===== src/rtl/filter_mac_pipe.sv =====
`default_nettype none
// ============================================================================
//  Module   : filter_mac_pipe
//  Purpose  : Pipelined kernel multiply-accumulate for the image filter path.
//             One window of TAPS unsigned pixels per beat is multiplied by a
//             programmable signed kernel, summed, normalised by a rounding
//             right shift and clamped to one output pixel.
//             Stages: S1 multiply, S2 adder tree, S3 shift/round/clamp.
//             Latency is 3 cycles; throughput is 1 beat/cycle when unstalled.
//  Ports    : clk, rst (async, active-high)
//             coef_we/coef_addr/coef_data : kernel coefficient write port
//             shift_we/shift_data         : normalisation shift write port
//             in_valid/in_ready/in_pix    : window input, valid/ready
//             out_valid/out_ready/out_pix : result output, valid/ready
//             out_sat                     : result was clamped this beat
//  Config   : FILTER_MAC_ABS_EN - negative normalised results are replaced by
//             their magnitude before the high clamp; out_sat then flags only
//             the high clamp.
//  Revision : 1.0 - initial release
// ============================================================================
module filter_mac_pipe #(
  parameter  int TAPS    = 9,
  parameter  int PIX_W   = 8,
  parameter  int COEF_W  = 8,
  parameter  int SHIFT_W = 4,
  localparam int ADDR_W  = (TAPS > 1) ? $clog2(TAPS) : 1
) (
  input  logic                     clk,
  input  logic                     rst,
  input  logic                     coef_we,
  input  logic [ADDR_W-1:0]        coef_addr,
  input  logic [COEF_W-1:0]        coef_data,
  input  logic                     shift_we,
  input  logic [SHIFT_W-1:0]       shift_data,
  input  logic                     in_valid,
  output logic                     in_ready,
  input  logic [TAPS*PIX_W-1:0]    in_pix,
  output logic                     out_valid,
  input  logic                     out_ready,
  output logic [PIX_W-1:0]         out_pix,
  output logic                     out_sat
);

  localparam int PROD_W = PIX_W + 1 + COEF_W;
  localparam int SUM_W  = PROD_W + $clog2(TAPS);
  // One extra bit so the rounding increment can never wrap the sum.
  localparam int RND_W  = SUM_W + 1;

  localparam logic [ADDR_W:0]          TAPS_A  = (ADDR_W + 1)'(TAPS);
  localparam logic signed [RND_W-1:0]  PIX_MAX = RND_W'((1 << PIX_W) - 1);

  // --------------------------------------------------------------------------
  // Configuration state
  // --------------------------------------------------------------------------
  logic signed [COEF_W-1:0]  coef_q [TAPS];
  logic        [SHIFT_W-1:0] shift_q;

  always_ff @(posedge clk or posedge rst) begin
    if (rst) begin
      for (int i = 0; i < TAPS; i++) coef_q[i] <= '0;
      shift_q <= '0;
    end else begin
      if (coef_we && ({1'b0, coef_addr} < TAPS_A)) coef_q[coef_addr] <= coef_data;
      if (shift_we) shift_q <= shift_data;
    end
  end

  // --------------------------------------------------------------------------
  // Flow control: the whole pipe freezes while the output is blocked, so
  // bubbles are preserved and every stage keeps its contents.
  // --------------------------------------------------------------------------
  logic v1_q, v2_q, v3_q;
  logic stall, adv;

  assign stall     = v3_q & ~out_ready;
  assign adv       = ~stall;
  assign in_ready  = adv;
  assign out_valid = v3_q;

  // --------------------------------------------------------------------------
  // S1: multiply. Products are formed from the coefficients live in the
  // accept cycle, so later writes cannot affect a beat already in flight.
  // --------------------------------------------------------------------------
  logic signed [PROD_W-1:0]  prod_d [TAPS];
  logic signed [PROD_W-1:0]  prod_q [TAPS];
  logic        [SHIFT_W-1:0] sh1_q;

  genvar g;
  for (g = 0; g < TAPS; g++) begin : g_mult
    logic signed [PROD_W-1:0] px_ext;
    logic signed [PROD_W-1:0] cf_ext;
    // Pixel is zero-extended by one bit to become a non-negative signed value.
    assign px_ext    = PROD_W'($signed({1'b0, in_pix[g*PIX_W +: PIX_W]}));
    assign cf_ext    = PROD_W'(coef_q[g]);
    assign prod_d[g] = px_ext * cf_ext;
  end

  always_ff @(posedge clk or posedge rst) begin
    if (rst) begin
      v1_q  <= 1'b0;
      sh1_q <= '0;
      for (int i = 0; i < TAPS; i++) prod_q[i] <= '0;
    end else if (adv) begin
      v1_q <= in_valid;
      if (in_valid) begin
        sh1_q <= shift_q;
        for (int i = 0; i < TAPS; i++) prod_q[i] <= prod_d[i];
      end
    end
  end

  // --------------------------------------------------------------------------
  // S2: adder tree
  // --------------------------------------------------------------------------
  logic signed [SUM_W-1:0]   sum_d;
  logic signed [SUM_W-1:0]   sum_q;
  logic        [SHIFT_W-1:0] sh2_q;

  always_comb begin
    sum_d = '0;
    for (int i = 0; i < TAPS; i++) sum_d = sum_d + SUM_W'(prod_q[i]);
  end

  always_ff @(posedge clk or posedge rst) begin
    if (rst) begin
      v2_q  <= 1'b0;
      sum_q <= '0;
      sh2_q <= '0;
    end else if (adv) begin
      v2_q <= v1_q;
      if (v1_q) begin
        sum_q <= sum_d;
        sh2_q <= sh1_q;
      end
    end
  end

  // --------------------------------------------------------------------------
  // S3: round half up, arithmetic shift, clamp
  // --------------------------------------------------------------------------
  logic signed [RND_W-1:0] rnd;
  logic signed [RND_W-1:0] rounded;
  logic        [PIX_W-1:0] pix_d;
  logic                    sat_d;
  logic        [PIX_W-1:0] out_pix_q;
  logic                    out_sat_q;

  always_comb begin
    rnd = '0;
    if (sh2_q != '0) rnd = RND_W'(1) << (sh2_q - SHIFT_W'(1));
    rounded = (RND_W'(sum_q) + rnd) >>> sh2_q;
  end

`ifdef FILTER_MAC_ABS_EN
  logic signed [RND_W-1:0] mag;

  always_comb begin
    mag   = rounded[RND_W-1] ? -rounded : rounded;
    pix_d = mag[PIX_W-1:0];
    sat_d = 1'b0;
    if (mag > PIX_MAX) begin
      pix_d = '1;
      sat_d = 1'b1;
    end
  end
`else
  always_comb begin
    pix_d = rounded[PIX_W-1:0];
    sat_d = 1'b0;
    if (rounded[RND_W-1]) begin
      pix_d = '0;
      sat_d = 1'b1;
    end else if (rounded > PIX_MAX) begin
      pix_d = '1;
      sat_d = 1'b1;
    end
  end
`endif

  always_ff @(posedge clk or posedge rst) begin
    if (rst) begin
      v3_q      <= 1'b0;
      out_pix_q <= '0;
      out_sat_q <= 1'b0;
    end else if (adv) begin
      v3_q <= v2_q;
      if (v2_q) begin
        out_pix_q <= pix_d;
        out_sat_q <= sat_d;
      end
    end
  end

  assign out_pix = out_pix_q;
  assign out_sat = out_sat_q;

endmodule
`default_nettype wire


===== config.mk =====
export PLATFORM = sky130hd
export DESIGN_NAME = filter_mac_pipe
export DESIGN_NICKNAME = d
export VERILOG_FILES = /design/src/rtl/filter_mac_pipe.sv
export SDC_FILE = /design/constraint.sdc
export NUM_CORES = 2
export LEC_CHECK = 0
export ABC_AREA = 1
export CORE_MARGIN = 2
export CORE_UTILIZATION = 45
export DETAILED_ROUTE_END_ITERATION = 10
export PLACE_DENSITY = 0.68
export SLEW_MARGIN = 20
export SYNTH_ARGS = -nofsm -noshare
export SYNTH_HDL_FRONTEND = slang
export SYNTH_SLANG_ARGS = --single-unit

===== constraint.sdc =====
create_clock -name clk -period 9.5 [get_ports clk]
set_input_delay 1.9 -clock clk [delete_from_list [all_inputs] [get_ports clk]]
set_output_delay 1.9 -clock clk [all_outputs]
set_load 0.01 [all_outputs]

== After elaboration in Yosys (flattened, before gate mapping) ==
Cells that the tools add are included.
Widths: inputs -> output; s select.

* Bits of input ports: 94
* Bits in registers: 270

* $add $sub $neg: 10
* Shifts and indexed selects: 2
* $lt $le $gt $ge: 4
* Multipliers: 9
* Bitwise logic cells: 4
* Multiplexer cells: 8
* Reductions and logical operators: 6

{| class="wikitable"
|+ Operator list
! operator !! number
|-
| $mul 9x8->17 || 9
|-
| $add 21x17->21 || 4
|-
| $bwmux 72 || 1
|-
| $demux 8 s4 || 1
|-
| $mux 8 || 3
|-
| $add 21x22->22 || 1
|-
| $gt 22x9->1 const B || 1
|-
| $mux 22 || 1
|-
| $shl 1x4->22 const A || 1
|-
| $sshr 22x4->22 || 1
|-
| $add 20x17->21 || 1
|-
| $add 19x17->20 || 1
|-
| $add 18x17->19 || 1
|-
| $add 17x17->18 || 1
|-
| $reduce_and 2->1 || 3
|-
| $ge 5x5->1 const B || 1
|-
| $lt 5x1->1 const B || 1
|-
| $not 4->5 || 1
|-
| $lt 4x4->1 const B || 1
|-
| $reduce_bool 4->1 || 1
|-
| $sub 4x1->4 const B || 1
|-
| $logic_and 1x1->1 || 2
|-
| $mux 1 || 2
|-
| $not 1->1 || 2
|-
| $and 1x1->1 || 1
|}

== Logic depth before layout (Yosys ltp) ==
* Depth in word-level cells: 8
* Depth in mapped cells: 27

== Worst setup path after synthesis ==
No wires, ideal clock.

* Kind: input-to-reg
* Start: in in_pix[24]
* End: reg prod_q[99] (netlist name)
* Stages on the path: 21
* Data arrival time: 6.055 ns
* Setup slack: 3.312 ns
* Cells stage by stage: clkbuf_1 > or2_2 > fa_1 > fa_1 > inv_1 > fa_1 > fa_1 > ha_1 > a21oi_1 > o21ai_0 > nand2_1 > nand2_1 > a21oi_1 > nor2_1 > o21ai_0 > nand2_1 > nand2_1 > nand2_1 > a21oi_1 > xor2_1 > o21ai_0

* Word-level cells in the longest chain between the ends: 1

{| class="wikitable"
|+ RTL lines
! item !! RTL line !! text
|-
| start, declared || 37 || <nowiki>input logic [TAPS*PIX_W-1:0] in_pix,</nowiki>
|-
| $mul 9x8->17 || 95 || <nowiki>assign prod_d[g] = px_ext * cf_ext;</nowiki>
|-
| end, declared || 85 || <nowiki>logic signed [PROD_W-1:0] prod_q [TAPS];</nowiki>
|}

Every way passes these cells.
A chain may end at the register's enable or synchronous reset.

== Worst setup path in the final report ==
Ends and elaborated chain as after synthesis.

==> reports/summary.txt <==
outcome - finished clean
Cell variety after synth - 49
ratio of cells with drive above 1 in the final layout - 3.91%
post-synthesis sequential area ratio - 18.9%
# rows - 103
Max FO, Critical Path - 8
fin crit period - 6.36 ns
Tot GR Track Use - 22.8%
Setup Crit Path Kind - in -> reg
Slew Limit Fails - 0
drt first pass iters - 5
DR vias - 28.0k
Die Ht - 286 um
initial antenna violation count - 1
H-tree depth - 2
Tightest Pin Transition - 1.16 ns
crit share post-route - 66.9%
Reg clk slew, reported paths - 0.06 ns
initial DRC count - 1634
crit start category - primary input
CTS resizes - 0
CTS Buffer Depth - 3
Clock Latency Late Sink - 0.57 ns
Total Wirelength - 89700 um
fmax - 157 MHz
Synth Warn # - 0
initial core utilization - 45.4%
TritonCTS clock tree - built
#FFs+latches synth - 270
RePlAce Congestion - 0.909
post-route ant nets - 0
CTS root buf - clkbuf_16
mapped cell area - 0.0358 mm^2
total grt overflow - 0
ys async rst share - 100%
Synth top area share - 25.5%
maxcap violations - 0
vias in the first global route - 28.6k
WP data arrival - 6.76 ns
DR WL met2 - 44400 um
Final Skew - 0.0233 ns
syn_nets - 5561
core area - 0.0789 mm^2
final number of setup-violating endpoints - 0
Core Util, Final - 49.1%
Post-DP HPWL - 73300 um
Yosys top cell by area - fa_1
Hold Buf Count CTS - 0
Post-CTS Setup Bufs - 0
M1 WL - 38600 um
io pins - 105
global-route wire length before repair - 149000 um
CP Data Required Time - 9.90 ns
drt drc - 0
Slew headroom - 22.5%
fin nets - 5523
IO buf count - 104
CTS buffer count - 35
Synth area leaders - fa_1 (26%), dfrtp_1 (19%), ha_1 (15%)
Avg Cell Area, Syn - 7.80 um^2
unrepaired setup endpoints after global routing - no
area delta synth->final - 8.12%
routed length per placed instance - 15.9 um
Synth Instances - 4587
worst hold path type - reg -> reg
Die X - 286 um
die footprint - 0.0818 mm^2
Setup TNS - 0 ns
Post-synth top cells - nand2_1 (1218), inv_1 (1040), fa_1 (456)
Primary FF master, synth - dfrtp_1
Top Layer Used - met4
Post-synth EDFFs - 0
Setup crit end kind - register
CTS sink cnt - 270
most frequent cell after synthesis - nand2_1
met3 WL - 3400 um
largest net degree at the start of global routing - 126
hold violation count in the final report - 0
post-DR vias/cell - 4.97
path summary, 6_finish.rpt:
| kind | depth (start not counted) | slack [ns] | end | from |
|---|---|---|---|---|
| max | 21 | 3.14 | prod_q[99] | in_pix[24] |
| min | 2 | 0.46 | out_valid | v2_q |
| max reg2reg | 20 | 4.38 | sum_q[16] | prod_q[103] |
| min reg2reg | 2 | 0.46 | out_valid | v2_q |
| max in group asynchronous | 3 | 5.98 | coef_q[63] | rst |
| min in group asynchronous | 2 | 1.92 | sh2_q[0] | rst |
layout make-up:
cell class              instances  area, um^2
repair buffers                115        1120
multi-input cells            3082       24400
well taps                    1050        1310
flip-flops and latches        270        6760
fillers                      7760       40200
diodes                          4        10.0
clock inverters                16         166
inverters                    1045        3930
clock buffers                  47         991
logic make-up (layout without fill, tap and decap cells):
kind of cell | Yosys count | after routing | synth area share [%]
adders and majority gates | 880 | 880 | 40.3
and+or+nand+nor | 1662 | 1662 | 18.9
xor gates and xnor gates | 62 | 62 | 1.52
muxes | 3 | 3 | 0.0839
AOI/OAI and AO/OA | 474 | 474 | 7.27
other | 1 | 5 | 0.0105
DFF | 270 | 270 | 18.9
buffers and inverters | 1235 | 1223 | 13.0
routing by layer:
metal	GRT usage [%]	up-vias
li1	-	13729
met1	29.5	13561
met5	0	-
met2	40.3	562
met3	2.30	126
met4	6.96	0
placed cells by master (no fill, tap or decap), drive strengths merged, types with 43 or more instances in the layout:
cell type	Yosys	routed
clkbuf	184	47
nand3	158	158
xor2	43	43
dfrtp	270	270
a21oi	167	167
inv	1042	1045
nor2	168	168
clkdlybuf4s50	0	104
fa	456	456
or2	77	77
o21ai	227	227
ha	424	424
nand2	1227	1227
registers in the layout (all words and copies together), names as in the netlist:
register   cells
shift_q        4
out_pix        8
v2_q           1
out_valid      1
v1_q           1
sum_q         21
out_sat        1
coef_q        72
prod_q       153
sh2_q          4
sh1_q          4
worst max-delay path, stage by stage:
cell             delay (ns)
clkdlybuf4s50_1        0.54
or2_2                  0.37
fa_1                   0.52
fa_1                   0.55
inv_1                  0.06
fa_1                   0.50
fa_1                   0.49
ha_1                   0.36
a21oi_1                0.13
o21ai_0                0.16
nand2_1                0.11
nand2_1                0.05
a21oi_1                0.16
nor2_1                 0.07
o21ai_0                0.20
nand2_1                0.08
nand2_1                0.08
nand2_1                0.05
a21oi_1                0.15
xor2_1                 0.15
o21ai_0                0.08
per-stage QoR:
step                      std cells  area [um^2]  hold slack (ns)  setup slack (ns)
after floorplan                4587        35800            0.432             0.161
after global placement         5562        37500            0.445              2.58
after detailed placement       5562        37500            0.449              2.55
after CTS                      5625        38700            0.464              3.15
after global routing           5626        38700            0.496              2.67
final                          5629        38700            0.461              3.14
Power is not shown: default switching activity piles up to over one toggle a cycle in this logic, so the estimate is an artifact.
